### config.mk
export PLATFORM = sky130hd
export DESIGN_NAME = sprite_rom_arbiter
export DESIGN_NICKNAME = d
export VERILOG_FILES = /design/src/rtl/sprite_rom_arbiter.sv
export SDC_FILE = /design/constraint.sdc
export NUM_CORES = 1
export LEC_CHECK = 0
export CAP_MARGIN = 20
export CORE_ASPECT_RATIO = 1.5
export CORE_MARGIN = 2
export CORE_UTILIZATION = 23
export DETAILED_ROUTE_END_ITERATION = 16
export PLACE_DENSITY = 0.93
export RECOVER_POWER = 100
export SLEW_MARGIN = 20
export SYNTH_ARGS = -nofsm -noshare
export SYNTH_HDL_FRONTEND = slang
export SYNTH_SLANG_ARGS = --single-unit
### constraint.sdc
create_clock -name Clk -period 2.9 [get_ports Clk]
set_input_delay 0.58 -clock Clk [delete_from_list [all_inputs] [get_ports Clk]]
set_output_delay 0.58 -clock Clk [all_outputs]
set_load 0.1 [all_outputs]
### src/rtl/sprite_rom_arbiter.sv
// sprite_rom_arbiter
// Shares one sprite ROM between three requesters (fireboy, icegirl, gem/door sprites).
// A grant is computed combinationally each cycle, the granted address is driven to the
// ROM, and a valid/tag pair travels down a ROM_LAT-deep pipeline. It steers rom_data
// back to the right requester when the read data arrives.
//
// Build option: define SPRITE_ARB_ROUND_ROBIN_EN for round-robin arbitration. The search
// starts after the last granted index. Without it, arbitration is fixed priority 0 > 1 > 2.
//
// Ports:
//   Clk       system clock, all state on posedge
//   Reset     synchronous active-high reset
//   req       per-requester read request (held until granted)
//   addr0..2  per-requester read address
//   gnt       one-hot grant (combinational)
//   rom_addr  shared ROM address, 0 when idle
//   rom_rd    ROM read strobe (= |gnt)
//   rom_data  ROM read data, valid ROM_LAT cycles after rom_rd
//   rd_valid  one-hot return strobe, ROM_LAT cycles after the grant
//   rd_data   returned data (0 when rd_valid is 0)

module sprite_rom_arbiter #(
    parameter int unsigned ADDR_W  = 19,
    parameter int unsigned DATA_W  = 8,
    parameter int unsigned ROM_LAT = 1
) (
    input  logic              Clk,
    input  logic              Reset,
    input  logic [2:0]        req,
    input  logic [ADDR_W-1:0] addr0,
    input  logic [ADDR_W-1:0] addr1,
    input  logic [ADDR_W-1:0] addr2,
    output logic [2:0]        gnt,
    output logic [ADDR_W-1:0] rom_addr,
    output logic              rom_rd,
    input  logic [DATA_W-1:0] rom_data,
    output logic [2:0]        rd_valid,
    output logic [DATA_W-1:0] rd_data
);

    logic [1:0] last_gnt;
    logic [1:0] last_gnt_next;
    logic [1:0] start_idx;
    logic [1:0] cand;
    logic [1:0] gnt_idx;
    logic       gnt_found;
    logic       gnt_ok;

    logic [ROM_LAT-1:0] pipe_vld;
    logic [1:0]         pipe_tag [ROM_LAT];

`ifdef SPRITE_ARB_ROUND_ROBIN_EN
    // Start one past the last winner, wrapping 2 -> 0.
    assign start_idx = (last_gnt == 2'd2) ? 2'd0 : last_gnt + 2'd1;
`else
    assign start_idx = 2'd0;
`endif

    // Circular search from start_idx; the first requesting index wins.
    always_comb begin
        gnt_found = 1'b0;
        gnt_idx   = 2'd0;
        cand      = start_idx;
        for (int k = 0; k < 3; k++) begin
            if (!gnt_found && req[cand]) begin
                gnt_found = 1'b1;
                gnt_idx   = cand;
            end
            cand = (cand == 2'd2) ? 2'd0 : cand + 2'd1;
        end
    end

    assign gnt_ok = gnt_found && !Reset;
    assign gnt    = gnt_ok ? (3'b001 << gnt_idx) : 3'b000;
    assign rom_rd = gnt_ok;

    always_comb begin
        rom_addr = '0;
        if (gnt_ok) begin
            unique case (gnt_idx)
                2'd0:    rom_addr = addr0;
                2'd1:    rom_addr = addr1;
                default: rom_addr = addr2;
            endcase
        end
    end

    always_comb begin
        last_gnt_next = last_gnt;
        if (gnt_ok) begin
            last_gnt_next = gnt_idx;
        end
    end

    // Valid bits and the arbitration pointer are reset. In-flight reads are dropped.
    always_ff @(posedge Clk) begin
        if (Reset) begin
            last_gnt <= 2'd2;
            pipe_vld <= '0;
        end else begin
            last_gnt    <= last_gnt_next;
            pipe_vld[0] <= gnt_ok;
            for (int i = 1; i < ROM_LAT; i++) begin
                pipe_vld[i] <= pipe_vld[i-1];
            end
        end
    end

    // Tags are qualified by pipe_vld, so they need no reset.
    always_ff @(posedge Clk) begin
        pipe_tag[0] <= gnt_idx;
        for (int i = 1; i < ROM_LAT; i++) begin
            pipe_tag[i] <= pipe_tag[i-1];
        end
    end

    always_comb begin
        rd_valid = 3'b000;
        rd_data  = '0;
        if (pipe_vld[ROM_LAT-1] && !Reset) begin
            rd_valid = 3'b001 << pipe_tag[ROM_LAT-1];
            rd_data  = rom_data;
        end
    end

endmodule

==> impl_metrics.tcl <==
set metrics [dict create \
    status "finished clean" \
    nets 246 \
    core.rowCount 23 \
    cts.repair.resized 0 \
    antenna_found_initial 0 \
    slew_headroom 0.633 \
    leakage_uw 0.000821 \
    top_layer_used "met4" \
    avgViaCountPerCell 5.01 \
    cts_sinks 3 \
    crit_path_top_delay_cell "clkdlybuf4s50_1" \
    yosys-top-cells-area "a221o_1 30%, and3b_1 24%, dfxtp_1 9.6%" \
    io_buffers 103 \
    post-cts-setup-buffer-count 0 \
    min_path_type "in2reg" \
    tritoncts "done" \
    startpoint_type "input port" \
    p_int_uw 313 \
    dp_hpwl_um 2900 \
    avgRoutedWirePerCell_um 15.8 \
    setup_violations 0 \
    grt_remaining_overflow 0 \
    ant_nets 0 \
    clock_path_buffers 2 \
    synth_warnings 0 \
    end_kind "output pin" \
    required_ns 2.32 \
    gp_congestion 0.670 \
    ys_seq_area_frac 0.0960 \
    clockRootBuffer "clkbuf_8" \
    h-tree-depth 1 \
    peakVddDrop_uv 310 \
    grt_pass1_wl_um 4980 \
    power-per-cell-area_nw_per_um2 324 \
    drt-initial-drc-count 15 \
    max_stage_delay_ns 0.59 \
    syn_to_final_growth_pct 198 \
    vias 1062 \
    grt_max_degree 21 \
    p_clk_frac 0.203 \
    yosysTopAreaCellShare 0.304 \
    dp_slack_ns 0.178 \
    wl_met3_um 514 \
    fp.dieW_um 46.6 \
    cts_made_buffers 3 \
    cp-endpoint "rom_addr[12]" \
    grt_pass1_vias 1129 \
    met1Wirelength_um 1140 \
    synth_largest_area_cell "a221o_1" \
    drc 0 \
    initial_core_util 0.239 \
    ctsHoldBuffers 0 \
    path_class "in2out" \
    grt.total_usage 0.216 \
    drt_first_pass_iters 4 \
    tightest_slew_ns 0.553 \
    ioPinCount 104 \
    max_freq_mhz 360 \
    cp_data_arrival_time_ns 2.20 \
    netSwitchingFraction 0.482 \
    synth_nets 140 \
    wirelength_um 3360 \
    worst_slack_ns 0.122 \
    p_switching_uw 291 \
    synth.cell_area_um2 626 \
    finalHoldViolations 0 \
    die_area_um2 3160 \
    crit_fanout 20 \
    cts.clk_slew.worst_paths_ns 0.03 \
    period_needed_ns 2.78 \
    synth.distinct_cells 16 \
    crit_start "req[1]" \
    ys_seq_elements 3 \
    drive_above_1_share 0.257 \
    wl_met2_um 1660 \
    chipHeight_um 67.9 \
    fin_crit_sh 0.958 \
    cp_cell_sequence "clkdlybuf4s50_1, nor3b_1, buf_12, a221o_1, buf_6" \
    rsz0062_at_grt "false" \
    antennaDiodeCount 0 \
    cap_violations 0 \
    syn_inst 70 \
    maxSlewViolCount 0 \
    pwr-share-comb 0.722 \
    design.core.area_um2 2620 \
    seq_power_share 0.075 \
    fin_util 0.711 \
    avgSynthCellArea_um2 8.94 \
]
[worst min-delay path by stage]
stage	start	to	slack, ns	cells past startpoint
2_1_floorplan	req[1]	pipe_tag[0][1]$_DFF_P_	0.66	1
3_5_place_dp	pipe_tag[0][1]$_DFF_P_	rd_valid[1]	1.16	2
5_1_grt	req[2]	pipe_tag[0][1]$_DFF_P_	1.02	2
4_1_cts	req[2]	pipe_tag[0][1]$_DFF_P_	1.01	2
6_report	req[2]	pipe_tag[0][1]$_DFF_P_	1.01	2
3_3_place_gp	pipe_tag[0][1]$_DFF_P_	rd_valid[1]	1.14	2
[flip-flops by register name, indices dropped and copies added (netlist names)]
| register | count |
|---|---|
| pipe_vld | 1 |
| pipe_tag | 2 |
[through the flow]
step / cells / setup TNS [ns] / area, µm² / power (µW) / hold slack, ns
3_5_place_dp: 208 / 0 / 2050 / 533 / 1.16
6_report: 212 / 0 / 1860 / 604 / 1.01
2_1_floorplan: 70 / -2.06 / 626 / 299 / 0.656
4_1_cts: 212 / 0 / 2090 / 658 / 1.01
3_3_place_gp: 208 / 0 / 2050 / 527 / 1.14
5_1_grt: 212 / 0 / 1860 / 624 / 1.02
[final cells by class]
class / instances / area [µm²]
Clock buffer: 4 / 45.0
Fill cell: 199 / 757
Multi-Input combinational cell: 59 / 507
Sequential cell: 3 / 60.1
Tap cell: 37 / 46.3
Timing Repair Buffer: 109 / 1200
[cells in the mapped netlist]
| master | number |
|---|---|
| clkbuf_1 | 2 |
| and3b_1 | 17 |
| nor2_1 | 2 |
| nand2b_1 | 1 |
| nor2b_1 | 2 |
| nor3b_1 | 3 |
| and3b_2 | 2 |
| buf_6 | 4 |
| nor3b_2 | 1 |
| buf_2 | 2 |
| nor3_1 | 2 |
| and2_1 | 8 |
| a221o_1 | 19 |
| dfxtp_1 | 3 |
| and2b_1 | 1 |
| nor4b_2 | 1 |
[cell usage in the layout, fill, tap and decap left out, drive strengths merged]
| cell | n |
|---|---|
| and2b | 1 |
| clkbuf | 9 |
| nor3b | 4 |
| nand2b | 1 |
| nor3 | 2 |
| clkdlybuf4s50 | 69 |
| a221o | 19 |
| dfxtp | 3 |
| nor4b | 1 |
| nor2b | 2 |
| nor2 | 2 |
| and2 | 8 |
| and3b | 19 |
| buf | 35 |
[power groups by stage]
stage          clock, µW  combinational [µW]  sequential [µW]
3_5_place_dp           0                 487             45.8
4_1_cts              126                 488             45.3
3_3_place_gp           0                 482             45.5
6_report             122                 436             45.4
2_1_floorplan          0                 254             45.3
5_1_grt              127                 451             45.7
[per-layer routing]
layer | vias up | track usage
li1 | 496 | -
met1 | 466 | 0.203
met2 | 94 | 0.408
met3 | 6 | 0.0976
met4 | 0 | 0.0536
met5 | - | 0
[cells by family (layout without fill, tap and decap cells)]
kind of cell | after synthesis | after routing | synth area share
simple gates | 40 | 40 | 0.500
compound gates | 19 | 19 | 0.304
buf+inv | 8 | 113 | 0.100
flops | 3 | 3 | 0.0960
[worst max-delay path, delay by kind of cell]
kind / cells / cell delay [ns]
compound gates: 1 / 0.19
buf+inv: 3 / 1.03
simple gates: 1 / 0.39
No activity file was read; power rests on OpenSTA's default activity.
